## src/rtl/spi_master_byte.sv

```systemverilog
// Byte-wide SPI mode 0 master (CPOL=0, CPHA=0, MSB first) with a chip-select frame
// around each byte and a valid/ready request interface.
module spi_master_byte #(
   parameter int CLK_DIV  = 3,
   parameter int CS_SETUP = 1,
   parameter int CS_HOLD  = 1,
   parameter int CS_GAP   = 2
) (
   input  logic       clk,
   input  logic       rst_n,
   input  logic [7:0] tx_data,
   input  logic       tx_valid,
   output logic       tx_ready,
   output logic [7:0] rx_data,
   output logic       rx_valid,
   output logic       busy,
   output logic       CS_n,
   output logic       SCLK,
   output logic       MOSI,
   input  logic       MISO,
   output logic [2:0] dbg_state
);

   // Request handshake: a byte is accepted on a clk edge where tx_valid & tx_ready;
   // tx_ready is high only in IDLE, so inputs are ignored for the whole frame.

   // One phase counter times every state; it is sized for the longest phase.
   localparam int MAX_A  = (CLK_DIV > CS_SETUP) ? CLK_DIV : CS_SETUP;
   localparam int MAX_B  = (CS_HOLD > CS_GAP) ? CS_HOLD : CS_GAP;
   localparam int MAX_PH = (MAX_A > MAX_B) ? MAX_A : MAX_B;
   localparam int CW     = $clog2(MAX_PH + 1);

   localparam logic [CW-1:0] L_DIV   = CW'(CLK_DIV - 1);
   localparam logic [CW-1:0] L_SETUP = CW'(CS_SETUP - 1);
   localparam logic [CW-1:0] L_HOLD  = CW'(CS_HOLD - 1);
   localparam logic [CW-1:0] L_GAP   = CW'((CS_GAP > 0) ? CS_GAP - 1 : 0);

   typedef enum logic [2:0] {
      S_IDLE  = 3'd0,
      S_SETUP = 3'd1,
      S_LOW   = 3'd2,
      S_HIGH  = 3'd3,
      S_HOLD  = 3'd4,
      S_GAP   = 3'd5
   } state_t;

   state_t          r_state, w_state_nxt;
   logic [CW-1:0]   r_cnt, w_cnt_nxt;
   logic [2:0]      r_bit, w_bit_nxt;
   logic [7:0]      r_tx_sh, w_tx_sh_nxt;
   logic [7:0]      r_rx_sh, w_rx_sh_nxt;
   logic [7:0]      r_rx_data, w_rx_data_nxt;
   logic            r_rx_valid, w_rx_valid_nxt;
   logic            r_cs_n, w_cs_n_nxt;
   logic            r_sclk, w_sclk_nxt;
   logic            r_mosi, w_mosi_nxt;
   logic            r_tx_ready, w_tx_ready_nxt;
   logic            r_busy, w_busy_nxt;

   logic            w_done;
   logic            w_accept;

   assign w_done   = (r_cnt == '0);
   assign w_accept = (r_state == S_IDLE) && tx_valid && r_tx_ready;

   always_ff @(posedge clk or negedge rst_n) begin
      if (!rst_n) begin
         r_state    <= S_IDLE;
         r_cnt      <= '0;
         r_bit      <= 3'd0;
         r_tx_sh    <= 8'h00;
         r_rx_sh    <= 8'h00;
         r_rx_data  <= 8'h00;
         r_rx_valid <= 1'b0;
         r_cs_n     <= 1'b1;
         r_sclk     <= 1'b0;
         r_mosi     <= 1'b0;
         r_tx_ready <= 1'b1;
         r_busy     <= 1'b0;
      end else begin
         r_state    <= w_state_nxt;
         r_cnt      <= w_cnt_nxt;
         r_bit      <= w_bit_nxt;
         r_tx_sh    <= w_tx_sh_nxt;
         r_rx_sh    <= w_rx_sh_nxt;
         r_rx_data  <= w_rx_data_nxt;
         r_rx_valid <= w_rx_valid_nxt;
         r_cs_n     <= w_cs_n_nxt;
         r_sclk     <= w_sclk_nxt;
         r_mosi     <= w_mosi_nxt;
         r_tx_ready <= w_tx_ready_nxt;
         r_busy     <= w_busy_nxt;
      end
   end

   always_comb begin
      w_state_nxt = r_state;
      case (r_state)
         S_IDLE:  if (w_accept) w_state_nxt = S_SETUP;
         S_SETUP: if (w_done)   w_state_nxt = S_LOW;
         S_LOW:   if (w_done)   w_state_nxt = S_HIGH;
         S_HIGH:  if (w_done)   w_state_nxt = (r_bit == 3'd0) ? S_HOLD : S_LOW;
         S_HOLD:  if (w_done)   w_state_nxt = (CS_GAP == 0) ? S_IDLE : S_GAP;
         S_GAP:   if (w_done)   w_state_nxt = S_IDLE;
         default:               w_state_nxt = S_IDLE;
      endcase
   end

   always_comb begin
      w_cnt_nxt      = w_done ? r_cnt : r_cnt - CW'(1);
      w_bit_nxt      = r_bit;
      w_tx_sh_nxt    = r_tx_sh;
      w_rx_sh_nxt    = r_rx_sh;
      w_rx_data_nxt  = r_rx_data;
      w_rx_valid_nxt = 1'b0;
      w_cs_n_nxt     = r_cs_n;
      w_sclk_nxt     = r_sclk;
      w_mosi_nxt     = r_mosi;
      w_tx_ready_nxt = r_tx_ready;
      w_busy_nxt     = r_busy;
      case (r_state)
         S_IDLE: begin
            if (w_accept) begin
               w_tx_sh_nxt    = tx_data;
               w_bit_nxt      = 3'd7;
               w_cs_n_nxt     = 1'b0;
               w_mosi_nxt     = tx_data[7];
               w_tx_ready_nxt = 1'b0;
               w_busy_nxt     = 1'b1;
               w_cnt_nxt      = L_SETUP;
            end
         end
         S_SETUP: begin
            if (w_done) w_cnt_nxt = L_DIV;
         end
         S_LOW: begin
            // MISO is sampled on the edge that raises SCLK, i.e. just before it rises.
            if (w_done) begin
               w_sclk_nxt  = 1'b1;
               w_rx_sh_nxt = {r_rx_sh[6:0], MISO};
               w_cnt_nxt   = L_DIV;
            end
         end
         S_HIGH: begin
            if (w_done) begin
               w_sclk_nxt = 1'b0;
               if (r_bit == 3'd0) begin
                  w_mosi_nxt = 1'b0;
                  w_cnt_nxt  = L_HOLD;
               end else begin
                  w_bit_nxt   = r_bit - 3'd1;
                  w_tx_sh_nxt = {r_tx_sh[6:0], 1'b0};
                  w_mosi_nxt  = r_tx_sh[6];
                  w_cnt_nxt   = L_DIV;
               end
            end
         end
         S_HOLD: begin
            if (w_done) begin
               w_cs_n_nxt     = 1'b1;
               w_rx_data_nxt  = r_rx_sh;
               w_rx_valid_nxt = 1'b1;
               if (CS_GAP == 0) begin
                  w_tx_ready_nxt = 1'b1;
                  w_busy_nxt     = 1'b0;
               end else begin
                  w_cnt_nxt = L_GAP;
               end
            end
         end
         S_GAP: begin
            if (w_done) begin
               w_tx_ready_nxt = 1'b1;
               w_busy_nxt     = 1'b0;
            end
         end
         default: begin
            w_cs_n_nxt = 1'b1;
         end
      endcase
   end

   assign tx_ready  = r_tx_ready;
   assign rx_data   = r_rx_data;
   assign rx_valid  = r_rx_valid;
   assign busy      = r_busy;
   assign CS_n      = r_cs_n;
   assign SCLK      = r_sclk;
   assign MOSI      = r_mosi;
   assign dbg_state = r_state;

endmodule

```

## config.mk

```make
export PLATFORM = sky130hd
export DESIGN_NAME = spi_master_byte
export DESIGN_NICKNAME = d
export VERILOG_FILES = /design/src/rtl/spi_master_byte.sv
export SDC_FILE = /design/constraint.sdc
export NUM_CORES = 1
export LEC_CHECK = 0
export BUFFER_PORTS_ARGS = -buffer_cell sky130_fd_sc_hd__buf_2
export CORE_ASPECT_RATIO = 0.5
export CORE_UTILIZATION = 53
export CTS_BUF_LIST = sky130_fd_sc_hd__clkbuf_2
export CTS_CLUSTER_SIZE = 16
export DETAILED_ROUTE_END_ITERATION = 10
export MAX_ROUTING_LAYER = met4
export PLACE_DENSITY = 0.74
export SYNTH_ARGS = -nofsm -noshare
export SYNTH_HDL_FRONTEND = slang
export SYNTH_SLANG_ARGS = --single-unit
```

## constraint.sdc

```tcl
create_clock -name clk -period 3.5 [get_ports clk]
set_clock_uncertainty 0.05 [all_clocks]
set_input_delay 1.05 -clock clk [delete_from_list [all_inputs] [get_ports clk]]
set_output_delay 1.05 -clock clk [all_outputs]
set_load 0.01 [all_outputs]
```

==> reports/results.txt, run 1 <==
crit-path cells: buf_2
GPL Wtd Cong: 0.763
Starting DRT DRC Count: 73
Post-Syn Instances: 141
status: completed
most frequent cells in the layout: dfrtp_1, buf_2, mux2_2
yosys warns: 0
post-CTS sizing: 0
P&R area growth vs syn: 11.0%
Static Leak: 1.01 nW
number of global-route vias before repair: 1,112
VDD IR max: 0.186 mV
H-tree lvl count: 2
Initial Util: 0.575
Hold WC Path Type: flip-flop to flip-flop
Worst setup EP type: output port
CP delay by family, top: flip-flops
first-pass GRT wire length: 5.49 mm
worst min-delay path endpoint: SCLK
largest net degree at the start of global routing: 38
Worst Path Arrival: 1420 ps
crit-path max FO: 21
# port buffers: 28
Worst-Margin Slew: 806 ps
fmax: 397 MHz
setup TNS: 0 ps
WS Path Type: flip-flop to output port
worst-case reg-to-reg path depth: 5
max_slew headroom: 0.462
GRT Total Usage: 0.213
initial antenna violation count: 0
CTS Hold Bufs: 0
CP max stage delay: 790 ps
overflow left after global routing: 0
IO Pins: 29
Hold Fails Final Rpt: 0
Power Dens Cells: 356 nW/um^2
n_diodes: 0
RSZ-0062 raised after global routing: no
Setup Viol. Count Final: 0
total CTS buffers: 5
fin nets: 185
hold_sp: SCLK
setup bufs post-CTS: 0
FF-to-FF Start: r_cnt[0]
die area: 3610 sq um
final worst-path cycle share: 0.719
Synth Area per Inst: 12.6 sq um
reg-to-reg endpoint: r_tx_sh[6]
WP buf/inv: 1
clock sinks: 37
Placed Cells: 201
ANT nets after route: 0
Die Y: 43.0 um
MaxCap Viol Count: 0
Core Region: 3100 sq um
commonest non-fill, non-tap cell in the layout: dfrtp_1
Clock Tree Buf Depth: 2
via count: 1,143
hold path cells: 1
CTS tree: yes
Worst path slowest cell: dfrtp_1
DR DRC count: 0
HPWL Detailed: 2.14 mm
Final Max Tran Viols: 0
r2r setup slk: 1230 ps
crit path launch type: flip-flop
layout cells sized above 1: 0.408
syn_nets: 158
Via density: 5.47
Synth cell types: 39
Clk Tree Root Cell: clkbuf_2
clk_lat worst skew: 380 ps
final non-filler cell total: 209
Routed WL per cell: 15.1 um
Post-Route WL: 3.16 mm
CP Data Required Time: 2400 ps
clock-pin slew on the worst setup and hold paths: 180 ps
fin crit period: 2520 ps
register area share after synthesis: 0.521
Rows: 14
#FFs+latches synth: 37
cell area after synthesis: 1780 sq um
Die X: 84.0 um
DR pass1 iterations: 6
==> cell type report <==
class / instances / area, sq um
clock buffer: 6 / 30.0
clock inverter: 2 / 33.8
fill: 235 / 1120
inverter: 7 / 26.3
multi-input combinational: 89 / 771
sequential: 37 / 928
tap: 40 / 50.0
timing repair buffer: 28 / 140
==> cells by family (layout without fill, tap and decap cells) <==
family                     Yosys count  count (layout)  share of synthesized area
DFF                                 37              37                      0.521
adders and majority gates            5               5                     0.0351
and+or+nand+nor                     26              26                     0.0870
muxes                               30              30                      0.201
xor gates and xnor gates             1               1                    0.00491
AOI/OAI and AO/OA                   27              27                      0.105
buffers and inverters               15              43                     0.0470
==> cells in the mapped netlist <==
| library cell | n | area, sq um |
|---|---|---|
| a211oi_1 | 4 | 30.0 |
| a21o_1 | 1 | 7.51 |
| a21oi_1 | 5 | 25.0 |
| a22o_1 | 2 | 17.5 |
| a2bb2oi_1 | 1 | 8.76 |
| a311oi_1 | 1 | 8.76 |
| a31o_2 | 1 | 8.76 |
| a31oi_1 | 1 | 6.26 |
| and4b_1 | 1 | 10.0 |
| and4bb_2 | 1 | 12.5 |
| buf_2 | 1 | 5.00 |
| buf_4 | 1 | 7.51 |
| buf_6 | 3 | 33.8 |
| clkbuf_1 | 3 | 11.3 |
| dfrtp_1 | 35 | 876 |
| dfstp_2 | 2 | 52.6 |
| ha_1 | 5 | 62.6 |
| inv_1 | 7 | 26.3 |
| mux2_2 | 22 | 248 |
| mux2_4 | 6 | 90.1 |
| mux2i_1 | 2 | 20.0 |
| nand2_1 | 5 | 18.8 |
| nand2b_1 | 1 | 6.26 |
| nand3_1 | 3 | 15.0 |
| nand3b_1 | 3 | 22.5 |
| nand4bb_1 | 1 | 11.3 |
| nor2_1 | 5 | 18.8 |
| nor2_2 | 1 | 6.26 |
| nor2b_1 | 1 | 6.26 |
| nor3_1 | 2 | 10.0 |
| nor3_2 | 1 | 10.0 |
| nor3b_1 | 1 | 7.51 |
| o211a_1 | 1 | 10.0 |
| o21a_1 | 1 | 7.51 |
| o21ai_0 | 5 | 25.0 |
| o21bai_1 | 1 | 7.51 |
| o31ai_1 | 2 | 15.0 |
| o32ai_1 | 1 | 8.76 |
| xnor2_1 | 1 | 8.76 |
==> routing by layer <==
| metal | GRT usage | vias up | routed length (um) |
|---|---|---|---|
| li1 | - | 559 | - |
| met2 | 0.302 | 20 | 1390 |
| met4 | 0.0724 | 0 | 38 |
| met3 | 0.0584 | 5 | 102 |
| met5 | - | - | 0 |
| met1 | 0.298 | 559 | 1630 |
==> registers in the layout, indices dropped and copies added, names as in the netlist, 2 cells and up <==
signal and cells:
r_rx_sh 8, rx_data 8, r_tx_sh 7, dbg_state 3, r_bit 3, r_cnt 2
==> metrics by stage <==
step / hold slack [ps] / area (sq um) / power, mW / util / setup slack (ps)
floorplan: 400 / 1780 / 0.439 / - / 1440
global placement: 406 / 1920 / 0.454 / 0.618 / 1070
detailed placement: 418 / 1920 / 0.455 / 0.618 / 1020
CTS: 458 / 1980 / 0.716 / 0.638 / 971
global route: 490 / 1980 / 0.738 / 0.638 / 858
finish: 452 / 1980 / 0.706 / 0.638 / 983
==> worst max-delay path by stage <==
stage | startpoint | endpoint | slack (ps) | cells past startpoint
global route | dbg_state[1] | dbg_state[1] | 860 | 1
floorplan | tx_valid | r_tx_sh[1] | 1440 | 4
detailed placement | tx_valid | r_tx_sh[6] | 1020 | 4
finish | dbg_state[1] | dbg_state[1] | 980 | 1
CTS | dbg_state[1] | dbg_state[1] | 970 | 1
global placement | tx_valid | r_tx_sh[2] | 1070 | 4
==> power by group <==
| part | internal [mW] | switching [mW] |
|---|---|---|
| combinational | 0.00709 | 0.0116 |
| sequential | 0.428 | 0 |
| clock | 0.122 | 0.137 |
(Power assumes the default switching activity.)
==> run 2: changes to the inputs <==
- CORE_UTILIZATION: 53 -> 52
- PLACE_DENSITY: 0.74 -> 0.75
- clock period: 3.5 -> 2.24 ns (I/O delays scaled with it)
==> run 2 against run 1 <==
Net effect:
- non-clock buffer count up 5
- combinational power up 63%
- first-iteration DRC count up 49%
- global-route usage down 1.4 points
- utilization down 0.39 points
- power up 38%
- register-to-register slack worse by 1100 ps
- largest power group unchanged
==> reports/results.txt, run 2 (synthesis results as in run 1) <==
status: completed
Clock Power Share: 0.284
crit-path cells: inv_1, ha_1, and4b_1, a22o_1, mux2_4
H-tree lvl count: 2
RSZ-0062 raised after global routing: no
Core Region: 3140 sq um
CP Data Required Time: 2480 ps
Clock Tree Buf Depth: 2
Placed Cells: 206
Die Y: 43.4 um
Routed WL per cell: 14.2 um
first-pass GRT wire length: 5.21 mm
largest net degree at the start of global routing: 38
most frequent cells in the layout: dfrtp_1, buf_2, mux2_2
worst-case reg-to-reg path depth: 5
Starting DRT DRC Count: 109
via count: 1,182
critical path depth in cells: 5
die area: 3680 sq um
crit path launch type: flip-flop
initial antenna violation count: 0
layout cells sized above 1: 0.422
post-CTS sizing: 0
GPL Wtd Cong: 0.818
Post-Place Worst Slack: 166 ps
fmax: 480 MHz
Psw: 0.228 mW
P&R area growth vs syn: 11.6%
Final Hold Slack: 232 ps
VDD IR max: 0.328 mV
Switching Fraction: 0.234
WS Path Type: flip-flop to flip-flop
Worst path slowest cell: a22o_1
ANT nets after route: 0
internal power: 0.748 mW
Final Power: 0.976 mW
clk_lat worst skew: 390 ps
number of global-route vias before repair: 1,053
CP max stage delay: 470 ps
area post-placement: 1950 sq um
DR pass1 iterations: 4
MaxCap Viol Count: 0
Worst setup EP type: flip-flop
DR DRC count: 0
Hold Fails Final Rpt: 0
crit-path max FO: 10
setup TNS: 0 ps
clock sinks: 37
fin crit period: 2080 ps
Setup Viol. Count Final: 0
CTS tree: yes
fin nets: 190
Die X: 84.8 um
Gate power share: 0.031
Rows: 14
n_diodes: 0
final worst-path cycle share: 0.930
setup ws final: 157 ps
Power Dens Cells: 491 nW/um^2
# port buffers: 28
Clk Tree Root Cell: clkbuf_2
CP delay by family, top: compound AO/OA/AOI/OAI gates
IO Pins: 29
clock-pin slew on the worst setup and hold paths: 180 ps
Initial Util: 0.569
sequential share of power: 0.685
setup bufs post-CTS: 0
Final Max Tran Viols: 0
WP buf/inv: 1
max_slew headroom: 0.662
commonest non-fill, non-tap cell in the layout: dfrtp_1
total CTS buffers: 5
GRT Total Usage: 0.199
final non-filler cell total: 213
Post-Route WL: 3.03 mm
Hold WC Path Type: primary input to asynchronous set/reset pin
Static Leak: 1.01 nW
Worst Path Arrival: 2320 ps
cell area after layout: 1990 sq um
final core utilization: 0.634
Worst-Margin Slew: 506 ps
Via density: 5.55
HPWL Detailed: 2.16 mm
overflow left after global routing: 0
CTS Hold Bufs: 0
run 2: cell types whose count changed in the layout (fill, tap and decap cells not counted), sizes merged:
cell	before	now
buf	28	33
bufinv	1	0
clkbuf	6	5
clkinvlp	0	1
run 2: final timing paths:
| path | from | slack, ps | end |
|---|---|---|---|
| setup / recovery | r_cnt[0] | 160 | r_tx_sh[2] |
| hold / removal | rst_n | 230 | rx_data[1] |
| setup reg to reg | r_cnt[0] | 160 | r_tx_sh[2] |
| hold reg to reg | SCLK | 450 | SCLK |
| max in group asynchronous | rst_n | 1540 | tx_ready |
| min in group clk | MISO | 440 | r_rx_sh[0] |
run 2: final cells by class:
cell class	count	area (sq um)
sequential	37	928
clock buffer	5	25.0
multi-input combinational	89	771
clock inverter	2	11.3
inverter	7	26.3
tap	40	50.0
timing repair buffer	33	178
fill	245	1150
run 2: power groups by stage:
stage | clock network (mW) | registers (mW) | logic, mW
2_1_floorplan | 0 | 0.681 | 0.00567
3_3_place_gp | 0 | 0.681 | 0.0306
3_5_place_dp | 0 | 0.681 | 0.0313
4_1_cts | 0.293 | 0.669 | 0.0316
5_1_grt | 0.324 | 0.669 | 0.0348
6_report | 0.277 | 0.669 | 0.0305
run 2: metal layers:
layer  wire length [um]  global-route usage  share of wire
met5                  0                   -              0
met4                 16              0.0712         0.0053
met3                113              0.0629          0.037
met2               1350               0.257           0.45
met1               1550               0.292           0.51
